## config.mk

```make
export PLATFORM = sky130hd
export DESIGN_NAME = wb_stage_buffered
export DESIGN_NICKNAME = d
export VERILOG_FILES = /design/src/rtl/wb_stage_buffered.sv
export SDC_FILE = /design/constraint.sdc
export NUM_CORES = 1
export LEC_CHECK = 0
export CELL_PAD_IN_SITES_DETAIL_PLACEMENT = 0
export CELL_PAD_IN_SITES_GLOBAL_PLACEMENT = 2
export CORE_MARGIN = 10
export CORE_UTILIZATION = 30
export DETAILED_ROUTE_END_ITERATION = 10
export PLACE_DENSITY_LB_ADDON = 0.1
export SYNTH_ARGS = -nofsm -noshare
export SYNTH_HDL_FRONTEND = slang
export SYNTH_SLANG_ARGS = --single-unit
```

## constraint.sdc

```tcl
create_clock -name clk -period 6.9 [get_ports clk]
set_input_delay 1.38 -clock clk [delete_from_list [all_inputs] [get_ports clk]]
set_output_delay 1.38 -clock clk [all_outputs]
set_load 0.005 [all_outputs]
```

## src/rtl/wb_stage_buffered.sv

```systemverilog
// wb_stage_buffered: load alignment, result select and a result FIFO ahead of the regfile port; WB_INSTRET_EN enables the instret counter
module wb_stage_buffered #(
  parameter int INST_WIDTH = 32,
  parameter int INST_ADDR_WIDTH = 32,
  parameter int DATA_WIDTH = 32,
  parameter int REGISTER_ADDR_WIDTH = 5,
  parameter int FIFO_DEPTH = 2
) (
  input  logic                           clk,
  input  logic                           rst,
  input  logic                           flush,
  input  logic                           mem_valid,
  output logic                           mem_ready,
  input  logic [INST_WIDTH-1:0]          inst_i,
  input  logic                           reg_write_i,
  input  logic [1:0]                     result_sel_i,
  input  logic [DATA_WIDTH-1:0]          alu_res_i,
  input  logic [DATA_WIDTH-1:0]          mem_rdata_i,
  input  logic [DATA_WIDTH-1:0]          csr_rdata_i,
  input  logic [INST_ADDR_WIDTH-1:0]     pc_plus_4_i,
  input  logic [2:0]                     funct3_i,
  input  logic [REGISTER_ADDR_WIDTH-1:0] rd_i,
  output logic                           wb_valid,
  input  logic                           wb_ready,
  output logic [INST_WIDTH-1:0]          INST_WB,
  output logic                           reg_write_WB,
  output logic [REGISTER_ADDR_WIDTH-1:0] rd_WB,
  output logic [DATA_WIDTH-1:0]          result_WB,
  output logic [2:0]                     funct3_WB,
  output logic [63:0]                    instret
);
  localparam int AW = $clog2(FIFO_DEPTH);
  localparam int OB = $clog2(DATA_WIDTH / 8);
  localparam int W = INST_WIDTH + 1 + REGISTER_ADDR_WIDTH + DATA_WIDTH + 3;
  logic [AW:0] wr_ptr, rd_ptr;
  logic [W-1:0] q [FIFO_DEPTH];
  logic [W-1:0] head, entry;
  logic [OB-1:0] off;
  logic [7:0] b;
  logic [15:0] h;
  logic [31:0] w;
  logic [DATA_WIDTH-1:0] ld, res;
  logic full, empty, push, pop;
  assign full = wr_ptr == {~rd_ptr[AW], rd_ptr[AW-1:0]};
  assign empty = wr_ptr == rd_ptr;
  assign mem_ready = !full;
  assign wb_valid = !empty;
  assign push = mem_valid & ~full & ~flush;
  assign pop = ~empty & wb_ready;
  always_comb begin
    off = alu_res_i[OB-1:0];
    b = 8'(mem_rdata_i >> {off, 3'b000});
    h = 16'(mem_rdata_i >> {off[OB-1:1], 4'b0000});
    w = 32'(DATA_WIDTH == 64 ? mem_rdata_i >> {off[OB-1], 5'b00000} : mem_rdata_i);
    ld = funct3_i == 3'b000 ? DATA_WIDTH'($signed(b))
       : funct3_i == 3'b100 ? DATA_WIDTH'(b)
       : funct3_i == 3'b001 ? DATA_WIDTH'($signed(h))
       : funct3_i == 3'b101 ? DATA_WIDTH'(h)
       : funct3_i == 3'b010 ? DATA_WIDTH'($signed(w))
       : funct3_i == 3'b110 ? DATA_WIDTH'(w)
       : mem_rdata_i;
    res = result_sel_i == 2'b00 ? alu_res_i
        : result_sel_i == 2'b01 ? ld
        : result_sel_i == 2'b10 ? DATA_WIDTH'(pc_plus_4_i)
        : csr_rdata_i;
    entry = {inst_i, reg_write_i & (rd_i != '0), rd_i, res, funct3_i};
  end
  always_ff @(posedge clk) begin
    if (rst) begin
      wr_ptr <= '0;
      rd_ptr <= '0;
      for (int i = 0; i < FIFO_DEPTH; i++) q[i] <= '0;
    end else if (flush) begin
      wr_ptr <= '0;
      rd_ptr <= '0;
    end else begin
      if (push) q[wr_ptr[AW-1:0]] <= entry;
      wr_ptr <= wr_ptr + (AW + 1)'(push);
      rd_ptr <= rd_ptr + (AW + 1)'(pop);
    end
  end
  assign head = q[rd_ptr[AW-1:0]];
  assign {INST_WB, reg_write_WB, rd_WB, result_WB, funct3_WB} = head;
`ifdef WB_INSTRET_EN
  always_ff @(posedge clk) begin
    if (rst) instret <= '0;
    else if (pop & ~flush) instret <= instret + 64'd1;
  end
`else
  assign instret = '0;
`endif
endmodule
```

==> implementation parameters, run 1 <==
Parameter                              Value

Timing
  Max-slew violation total from the final report    0
  Rel. slew slack    0.119
  Number of failing setup endpoints in the final timing report    0
  Setup clock skew after layout    8.77 ps
  Maximum clock frequency    0.236 GHz
  Period utilisation layout    0.614
  Setup repair after global routing missed its margin    false
  Transition time at the pin with the least slew margin    1320 ps
  Tmin final    4240 ps
  Final total negative setup slack    0 ps
  Hold violation count in the final report    0

Worst hold path
  Start point of the worst min-delay path    rd_ptr[1]
  WHS Path Cells    2
  Worst hold path class    flop to flop
  End of the worst hold path    rd_ptr[1]

CTS
  Number of clock sinks    150
  Clock buffer count from CTS    17
  Post-CTS repair timing setup buffer count    0
  Clock transition time at the flip-flop clock pins of the worst setup and hold paths    70 ps
  TritonCTS clock tree    done
  Total of hold buffers inserted after clock tree synthesis    0
  Later-pin clock latency in the skew report    420 ps
  Post-cts gate resize count    0
  Largest buffer count on any clock path    2
  Root cell of the clock tree    clkbuf_16
  H-tree level count    4

Synth
  Post-synthesis cell count    714
  Dominant cells by area after synthesis    edfxtp_1, mux2_2, buf_4
  Number of enable-type register cells in the synthesized netlist    146
  Post-synth top area share    0.511
  Average cell area after synthesis    12.0 um^2
  Asr flop ratio synth    0
  Warning count from the yosys run    0
  Cell type with the highest aggregate area in the netlist    edfxtp_1
  Seq/Total Area, Yosys    0.520
  Post-synthesis cell area    8580 um^2
  Synth Flop Type    edfxtp_1
  Post-synthesis sequential element count    150
  Number of unique standard cell types used by synthesis    51

Finish
  Final-stage net count    1120
  Multi-input combinational cell area    3590 um^2
  Total inserted antenna cells    0
  Post-Layout Cell Count    1333
  Fillcell total    2655
  Layout cell share with drive strength beyond 1    0.152
  Sequential standard cell area    4470 um^2
  Final cell utilization of the core    0.419
  Area added between synthesis and finish    36.8%

Global route
  Maximum number of pins on one net before global-route repair    76
  Initial antenna violation count    3
  Vias in the first global route    6945
  Global-route wire length before repair    42.6 mm
  Grt total ovfl    0
  GRT Util Overall    0.155

Floorplan
  Horizontal die dimension    189 um
  Core area    28000 um^2
  Initial standard-cell utilization of the core    0.306
  Die Y-Extent    189 um
  Area of the die    35800 um^2
  Placement row count    61
  I/O pins    315

Drt
  Residual DRC count    0
  DRT antenna net count    0
  Wirelength, routed    28.3 mm
  Via density per instance    4.78
  Routed wire length per instance    21.2 um
  Detailed Route Iter0 Violations    406
  First-pass detailed-route iteration total    5
  Total number of vias    6367

Power and ir drop
  LEAKAGE    4.31 nW
  Part of the total power dissipated in combinational logic    0.161
  Total internal power    1.79 mW
  Total power divided by cell area    203 nW/um^2
  Fraction of power consumed by the clock network    0.395
  Worst VDD drop    0.167 mV
  Psw    586 uW
  Sequential share of power    0.444
  Switching share of total power    0.246

Worst setup path
  Worst EP arrival    4290 ps
  Required time at the endpoint of the critical path    6950 ps
  Worst reg-to-reg setup slack    2940 ps
  Reg2Reg Launch Point    rd_ptr[0]
  Maximum fanout along the worst path    52
  Worst Reg2Reg Path Length in Cells    5
  Classification of the worst setup path    input port to flop
  Type of element launching the critical path    input port
  Endpoint type of the worst setup path    flop
  Destination of the worst register-to-register timing path    q[1][33]

Placement
  Dpl cells    1301
  Port bufs    250
  Final weighted congestion in routability-driven placement    0.803
  Detailed Place HPWL    20.9 mm

Run status
  Run status    completed

Run
  # Max-Cap Violations    0
[cell usage in the layout, fill, tap and decap left out, types with 5 or more instances in the layout]
cell             count
clkbuf_16           17
nor3_2              10
inv_6                6
o22ai_1              6
nand2b_1            20
nor3_1              32
inv_1                9
nand2_1             38
a222oi_1            22
mux2_2              77
conb_1              64
nor2_1              15
a221oi_1            15
a22o_1               8
buf_4               12
a2bb2oi_1           13
a21oi_1             24
mux2i_1             19
and2_1              81
clkdlybuf4s50_1    248
edfxtp_1           146
nor2b_1              5
[registers in the layout (all words and copies together) (netlist names)]
signal  flops
q         146
rd_ptr      2
wr_ptr      2
[stage by stage]
step	instance area [um^2]	total power [mW]	hold WS, ps	setup slack [ps]
after floorplan	8820	1.26	530	3420
after global placement	11100	1.46	554	2200
after detailed placement	11100	1.46	564	2190
after CTS	11700	2.40	573	2630
after global routing	11700	2.48	623	2460
final	11700	2.38	575	2660
[per-layer routing]
layer | global-route usage | share of wire
met2 | 0.261 | 0.49
met5 | 0 | 0.0018
met4 | 0.0281 | 0.0056
met1 | 0.185 | 0.42
met3 | 0.0588 | 0.081
[Yosys cell counts, drive strengths merged, types with 13 or more instances]
master and number:
and2 82, a2bb2oi 13, a21oi 25, a221oi 15, edfxtp 146, nand2b 20
nor2 16, clkbuf 32, nand2 38, mux2i 19, buf 84, nor3 42
a222oi 22, mux2 77
[cell families after synthesis]
family                   Yosys count  synth area share
adder cells (fa/ha/maj)            2           0.00292
AO/OA/AOI/OAI                    120             0.115
multiplexers                      96             0.123
flip-flops                       150             0.520
AND/OR/NAND/NOR                  216             0.143
XOR/XNOR                           4           0.00408
buffers and inverters            125            0.0907
other                              1          0.000437
[critical path: stages]
cell             delay, ps
clkdlybuf4s50_1        560
or4b_4                 560
a21oi_4                110
buf_4                  480
or2_4                  560
buf_4                  570
[how the worst max path moves through the flow]
stage	start	end	cells past startpoint
floorplan	flush	q[0][0]	3
global placement	rst	q[0][24]	6
detailed placement	rst	q[0][23]	6
CTS	rst	q[0][3]	6
global route	rst	q[0][29]	6
finish	rst	q[0][29]	6
[area by class of cell]
cell class / instances / share of cell area
Sequential cell: 150 / 0.381
Multi-Input combinational cell: 502 / 0.306
Timing Repair Buffer: 262 / 0.220
Tap cell: 378 / 0.0403
Clock buffer: 18 / 0.0366
Inverter: 9 / 0.00288
Clock inverter: 14 / 0.0139
[power by group through the flow]
| stage | sequential [mW] | combinational (mW) | clock (mW) |
|---|---|---|---|
| 2_1_floorplan | 1.07 | 0.189 | 0 |
| 3_3_place_gp | 1.08 | 0.383 | 0 |
| 3_5_place_dp | 1.08 | 0.386 | 0 |
| 4_1_cts | 1.06 | 0.388 | 0.956 |
| 5_1_grt | 1.06 | 0.417 | 1.00 |
| 6_report | 1.06 | 0.384 | 0.940 |
No activity file was read; power rests on OpenSTA's default activity.
==> inputs of run 2 (changes only) <==
Settings changed: CORE_UTILIZATION 30 to 25.
Clock period 6.9 ns to 3.6 ns, I/O delays scaled along.
==> run 2 against run 1 <==
Hold slack lost 18 ps. Clock-buffer cell count fell by 1. Wire length rose by 8.6%. Cell count rose by 6.5%. Via count increased by 0.90%. Critical path depth shrank 3. Global-route usage shrank 1.2 points. Total power is 98% higher. Flip-flop and latch count is the same. Largest power group unchanged. Highest routed layer unchanged.
==> implementation parameters, run 2 (same netlist as run 1, synthesis figures left out) <==
Parameter                              Value

Floorplan
  Horizontal die dimension    205 um (was 189 um)
  Die Y-Extent    205 um (was 189 um)
  I/O pins    315 (unchanged)
  Placement row count    67 (was 61)
  Initial standard-cell utilization of the core    0.255 (was 0.306)
  Core area    33700 um^2 (was 28000 um^2)
  Area of the die    42100 um^2 (was 35800 um^2)

Worst setup path
  Classification of the worst setup path    flop to output port (was input port to flop)
  Origin of the worst setup path    rd_ptr[0] (was rst)
  Type of element launching the critical path    flop (was input port)
  Worst reg-to-reg setup slack    1110 ps (was 2940 ps)
  Longest individual stage delay on the worst path    770 ps (was 570 ps)
  Reg2Reg Launch Point    rd_ptr[0] (unchanged)
  Required time at the endpoint of the critical path    2880 ps (was 6950 ps)
  Worst EP arrival    2400 ps (was 4290 ps)
  Library cell contributing the largest single delay on the critical path    dfxtp_4 (was buf_4)
  Endpoint type of the worst setup path    output port (was flop)
  Maximum fanout along the worst path    40 (was 52)
  Cell-by-cell trace of the critical path    buf_12 -> mux2_2 -> clkdlybuf4s50_1 (was clkdlybuf4s50_1 -> or4b_4 -> a21oi_4 -> buf_4 -> or2_4 -> buf_4)

Global route
  Vias in the first global route    6726 (was 6945)
  Grt total ovfl    0 (unchanged)
  Gr busiest metal    met2 (unchanged)
  GRT Util Overall    0.143 (was 0.155)
  Maximum number of pins on one net before global-route repair    52 (was 76)
  Initial antenna violation count    11 (was 3)
  Met2 capacity usage during global routing    0.232 (was 0.261)
  Routing usage on met3    0.0610 (was 0.0588)
  Global-route wire length before repair    44.7 mm (was 42.6 mm)
  Met1 usage in global routing    0.172 (was 0.185)

Timing
  Number of failing setup endpoints in the final timing report    0 (unchanged)
  Period utilisation layout    0.866
  Setup repair after global routing missed its margin    false (unchanged)
  Transition time at the pin with the least slew margin    1160 ps (was 1320 ps)
  Hold violation count in the final report    0 (unchanged)
  Max-slew violation total from the final report    0 (unchanged)
  Tmin final    3120 ps
  Setup clock skew after layout    8.14 ps (was 8.77 ps)
  Final total negative setup slack    0 ps (unchanged)
  Maximum clock frequency    0.321 GHz
  Rel. slew slack    0.224 (was 0.119)

Finish
  Regs by FF count    q (146), rd_ptr (2), wr_ptr (2) (unchanged)
  Post-Layout Cell Count    1419 (was 1333)
  Reg with most FFs    q (unchanged)
  Layout cell share with drive strength beyond 1    0.165 (was 0.152)
  Number of flip-flops under the largest register name    146 (unchanged)
  Fillcell total    3358 (was 2655)
  Area added between synthesis and finish    40.4% (was 36.8%)
  Most frequent standard cell in the layout excluding fill and tap cells    clkdlybuf4s50_1 (unchanged)
  Commonest non-fill, non-tap cells in the layout    clkdlybuf4s50_1, edfxtp_1, and2_1 (unchanged)
  Final-stage net count    1134 (was 1120)

CTS
  Post-CTS repair timing setup buffer count    0 (unchanged)
  Number of clock sinks    150 (unchanged)
  Total of hold buffers inserted after clock tree synthesis    0 (unchanged)
  Post-cts gate resize count    0 (unchanged)
  Largest buffer count on any clock path    2 (unchanged)
  Later-pin clock latency in the skew report    430 ps (was 420 ps)
  Root cell of the clock tree    clkbuf_16 (unchanged)
  Clock buffer count from CTS    17 (unchanged)
  TritonCTS clock tree    done (unchanged)
  H-tree level count    4 (unchanged)
  Clock transition time at the flip-flop clock pins of the worst setup and hold paths    60 ps (was 70 ps)

Power and ir drop
  Worst VDD drop    0.280 mV (was 0.167 mV)
  LEAKAGE    4.42 nW (was 4.31 nW)
  Total power divided by cell area    390 nW/um^2 (was 203 nW/um^2)

Placement
  Port bufs    250 (unchanged)
  Dpl cells    1385 (was 1301)
  Detailed Place HPWL    23.0 mm (was 20.9 mm)
  Final weighted congestion in routability-driven placement    0.757 (was 0.803)

Run status
  Run status    completed (unchanged)

Drt
  Residual DRC count    0 (unchanged)
  Routed wire length per instance    21.7 um (was 21.2 um)
  Via density per instance    4.53 (was 4.78)
  Detailed Route Iter0 Violations    394 (was 406)
  Wirelength, routed    30.7 mm (was 28.3 mm)
  First-pass detailed-route iteration total    5 (unchanged)
  Total number of vias    6424 (was 6367)
  DRT antenna net count    0 (unchanged)

Worst hold path
  Worst hold path class    flop to flop (unchanged)
  Start point of the worst min-delay path    wr_ptr[1] (was rd_ptr[1])

Run
  # Max-Cap Violations    0 (unchanged)
[run 2: cell count changes in the layout (fill, tap and decap cells not counted)]
cell / change
clkinvlp_4: +1
clkinv_1: +1
clkinv_2: +1
buf_4: +8
nand2b_2: +1
clkbuf_1: -1
inv_8: -1
nand2b_1: -1
bufinv_16: +2
diode_2: +2
inv_6: -3
buf_12: +6
[run 2: where the power goes]
group | total, mW | internal [mW] | switching, mW | leakage [nW]
combinational | 0.767 | 0.415 | 0.352 | 2.57
clock | 1.91 | 1.17 | 0.748 | 0.302
sequential | 2.02 | 2.00 | 0.0207 | 1.55
[run 2: final timing paths]
| check | to | cells after the start |
|---|---|---|
| worst max register to register | q[0][9] | 4 |
| worst min-delay path | wr_ptr[1] | 2 |
| worst min register to register | wr_ptr[1] | 2 |
| worst max-delay path | reg_write_WB | 3 |
[run 2: critical path: cells and delay by family (launching register included)]
family	cells	cell delay (ps)
buffers and inverters	2	820
flip-flops	1	770
multiplexers	1	360
[run 2: routing by layer]
layer,part of all wire,wire length (um),vias up
li1,-,-,3051
met1,0.42,13000,3100
met2,0.48,14700,224
met3,0.088,2710,33
met4,0.0084,257,16
met5,0.0032,97,-
[run 2: stage by stage]
stage / utilization / hold slack, ps / power, mW / area (um^2) / worst slack [ps]
after floorplan: - / 530 / 2.42 / 8820 / 779
after global placement: 0.339 / 549 / 2.84 / 11400 / 544
after detailed placement: 0.339 / 549 / 2.84 / 11400 / 527
after CTS: 0.357 / 564 / 4.78 / 12000 / 378
after global routing: 0.357 / 602 / 4.91 / 12000 / 344
final: 0.358 / 557 / 4.70 / 12000 / 481
[run 2: cell type report]
type / count / area (um^2) / share of cell area
clock inverter: 15 / 201 / 0.0167
timing repair buffer: 276 / 2760 / 0.229
sequential: 150 / 4470 / 0.371
inverter: 9 / 33.8 / 0.00280
antenna: 2 / 5.00 / 0.000415
tap: 448 / 561 / 0.0465
multi-input combinational: 502 / 3590 / 0.298
clock buffer: 17 / 425 / 0.0353
==> inputs of run 3 (changes only) <==
Settings changed: CORE_MARGIN 10 to not set.
==> run 3 against run 2 <==
Core utilization is 0.17 points lower. Clock skew is 7.7 ps higher. Sequential power hardly changed. Combinational power decreased by 1%. Flip-flop and latch count unchanged. Cell count hardly changed. Critical path depth is the same. Clock power shrank 6%. Critical path type unchanged.
==> implementation parameters, run 3 (same netlist as run 1, synthesis figures left out) <==
Parameter                              Value

Power and ir drop
  Worst VDD drop    0.294 mV (was 0.280 mV)
  Total internal power    3.39 mW (was 3.58 mW)
  Part of the total power dissipated in combinational logic    0.166 (was 0.163)
  Switching share of total power    0.260 (was 0.238)
  Fraction of power consumed by the clock network    0.393 (was 0.407)
  Psw    1.19 mW (was 1.12 mW)
  LEAKAGE    4.38 nW (was 4.42 nW)
  Sequential share of power    0.442 (was 0.430)
  Total power divided by cell area    383 nW/um^2 (was 390 nW/um^2)

Floorplan
  Horizontal die dimension    187 um (was 205 um)
  Core area    33600 um^2 (was 33700 um^2)
  Placement row count    67 (unchanged)
  Initial standard-cell utilization of the core    0.255 (about the same)
  Area of the die    35100 um^2 (was 42100 um^2)
  I/O pins    315 (unchanged)
  Die Y-Extent    187 um (was 205 um)

Worst hold path
  Worst hold path class    flop to flop (unchanged)
  End of the worst hold path    wr_ptr[1] (unchanged)
  Start point of the worst min-delay path    wr_ptr[1] (unchanged)
  WHS Path Cells    2 (unchanged)

Finish
  Reg with most FFs    q (unchanged)
  Commonest non-fill, non-tap cells in the layout    clkdlybuf4s50_1, edfxtp_1, and2_1 (unchanged)
  Most frequent standard cell in the layout excluding fill and tap cells    clkdlybuf4s50_1 (unchanged)
  Layout cell share with drive strength beyond 1    0.164 (was 0.165)
  Area added between synthesis and finish    39.4% (was 40.4%)
  Number of flip-flops under the largest register name    146 (unchanged)
  Post-Layout Cell Count    1418 (was 1419)
  Regs by FF count    q (146), rd_ptr (2), wr_ptr (2) (unchanged)
  Final-stage net count    1134 (unchanged)

Worst setup path
  Required time at the endpoint of the critical path    2880 ps (about the same)
  Worst Reg2Reg Path Length in Cells    4 (unchanged)
  Endpoint type of the worst setup path    output port (unchanged)
  Worst EP arrival    2410 ps (was 2400 ps)
  Maximum fanout along the worst path    39 (was 40)
  Worst reg-to-reg setup slack    990 ps (was 1110 ps)
  Classification of the worst setup path    flop to output port (unchanged)
  Destination of the worst register-to-register timing path    q[1][19] (was q[0][9])
  Reg2Reg Launch Point    rd_ptr[0] (unchanged)
  Type of element launching the critical path    flop (unchanged)

CTS
  Later-pin clock latency in the skew report    420 ps (was 430 ps)
  Root cell of the clock tree    clkbuf_16 (unchanged)
  Post-cts gate resize count    0 (unchanged)
  H-tree level count    4 (unchanged)
  TritonCTS clock tree    done (unchanged)
  Clock transition time at the flip-flop clock pins of the worst setup and hold paths    80 ps (was 60 ps)
  Post-CTS repair timing setup buffer count    0 (unchanged)
  Largest buffer count on any clock path    2 (unchanged)
  Total of hold buffers inserted after clock tree synthesis    0 (unchanged)
  Number of clock sinks    150 (unchanged)
  Clock buffer count from CTS    17 (unchanged)

Timing
  Rel. slew slack    0.194 (was 0.224)
  Period utilisation layout    0.870 (was 0.866)
  Transition time at the pin with the least slew margin    1210 ps (was 1160 ps)
  Setup clock skew after layout    15.9 ps (was 8.14 ps)
  Number of failing setup endpoints in the final timing report    0 (unchanged)
  Tmin final    3130 ps (was 3120 ps)
  Maximum clock frequency    0.319 GHz (was 0.321 GHz)
  Setup repair after global routing missed its margin    false (unchanged)
  Final total negative setup slack    0 ps (unchanged)
  Hold violation count in the final report    0 (unchanged)
  Max-slew violation total from the final report    0 (unchanged)

Drt
  Routed wire length per instance    19.8 um (was 21.7 um)
  Wirelength, routed    28.1 mm (was 30.7 mm)
  Total number of vias    6425 (was 6424)
  Via density per instance    4.53 (about the same)
  First-pass detailed-route iteration total    8 (was 5)
  Residual DRC count    0 (unchanged)
  Detailed Route Iter0 Violations    432 (was 394)
  DRT antenna net count    0 (unchanged)

Placement
  Port bufs    250 (unchanged)
  Final weighted congestion in routability-driven placement    0.797 (was 0.757)
  Detailed Place HPWL    20.1 mm (was 23.0 mm)
  Dpl cells    1385 (unchanged)

Global route
  Vias in the first global route    6649 (was 6726)
  Grt total ovfl    0 (unchanged)
  Initial antenna violation count    2 (was 11)
  GRT Util Overall    0.160 (was 0.143)
  Global-route wire length before repair    42.1 mm (was 44.7 mm)
  Maximum number of pins on one net before global-route repair    52 (unchanged)

Run status
  Run status    completed (unchanged)

Run
  # Max-Cap Violations    0 (unchanged)
==> run 3: cell count changes in the layout (fill, tap and decap cells not counted), sizes merged <==
| cell | previous run | this run |
|---|---|---|
| clkbuf | 17 | 18 |
| bufinv | 4 | 1 |
| inv | 12 | 16 |
| clkinvlp | 2 | 3 |
| diode | 2 | 1 |
| clkinv | 6 | 3 |
==> run 3: per-stage QoR <==
step / hold WS (ps) / setup WS (ps) / area [um^2] / total power [mW] / util
finish: 560 / 467 / 12000 / 4.58 / 0.356
global route: 583 / 378 / 12000 / 4.76 / 0.356
CTS: 567 / 407 / 12000 / 4.64 / 0.356
detailed placement: 549 / 448 / 11400 / 2.83 / 0.339
global placement: 554 / 490 / 11400 / 2.83 / 0.339
floorplan: 530 / 779 / 8820 / 2.42 / -
==> run 3: layer usage <==
layer,vias up,part of all wire,GRT usage
li1,3039,-,-
met1,3131,0.45,0.209
met2,235,0.47,0.263
met3,18,0.070,0.0435
met4,2,0.0077,0.0340
met5,-,0.00046,0
==> run 3: power by group through the flow <==
stage	logic, mW	clock network (mW)	registers [mW]
after floorplan	0.362	0	2.05
after global placement	0.772	0	2.06
after detailed placement	0.769	0	2.06
after CTS	0.773	1.84	2.02
after global routing	0.822	1.91	2.03
final	0.759	1.80	2.02
==> run 3: cell type report <==
type	instances	area (um^2)
well taps	448	561
inverters	9	33.8
clock buffers	18	429
multi-input cells	502	3590
diodes	1	2.50
repair buffers	276	2740
fillers	3358	21700
clock inverters	14	141
flip-flops and latches	150	4470
==> run 3: critical path: stages (launching register included) <==
cell and delay [ps]:
dfxtp_4 750, buf_12 330, mux2_2 370, clkdlybuf4s50_1 480
==> run 3: worst max path at each step <==
| stage | startpoint | end | slack [ps] | cells past startpoint |
|---|---|---|---|---|
| detailed placement | alu_res_i[1] | q[1][28] | 450 | 6 |
| floorplan | flush | q[0][0] | 780 | 3 |
| global route | rd_ptr[0] | INST_WB[27] | 380 | 3 |
| finish | rd_ptr[0] | INST_WB[27] | 470 | 3 |
| CTS | rd_ptr[0] | INST_WB[27] | 410 | 3 |
| global placement | alu_res_i[1] | q[0][28] | 490 | 6 |
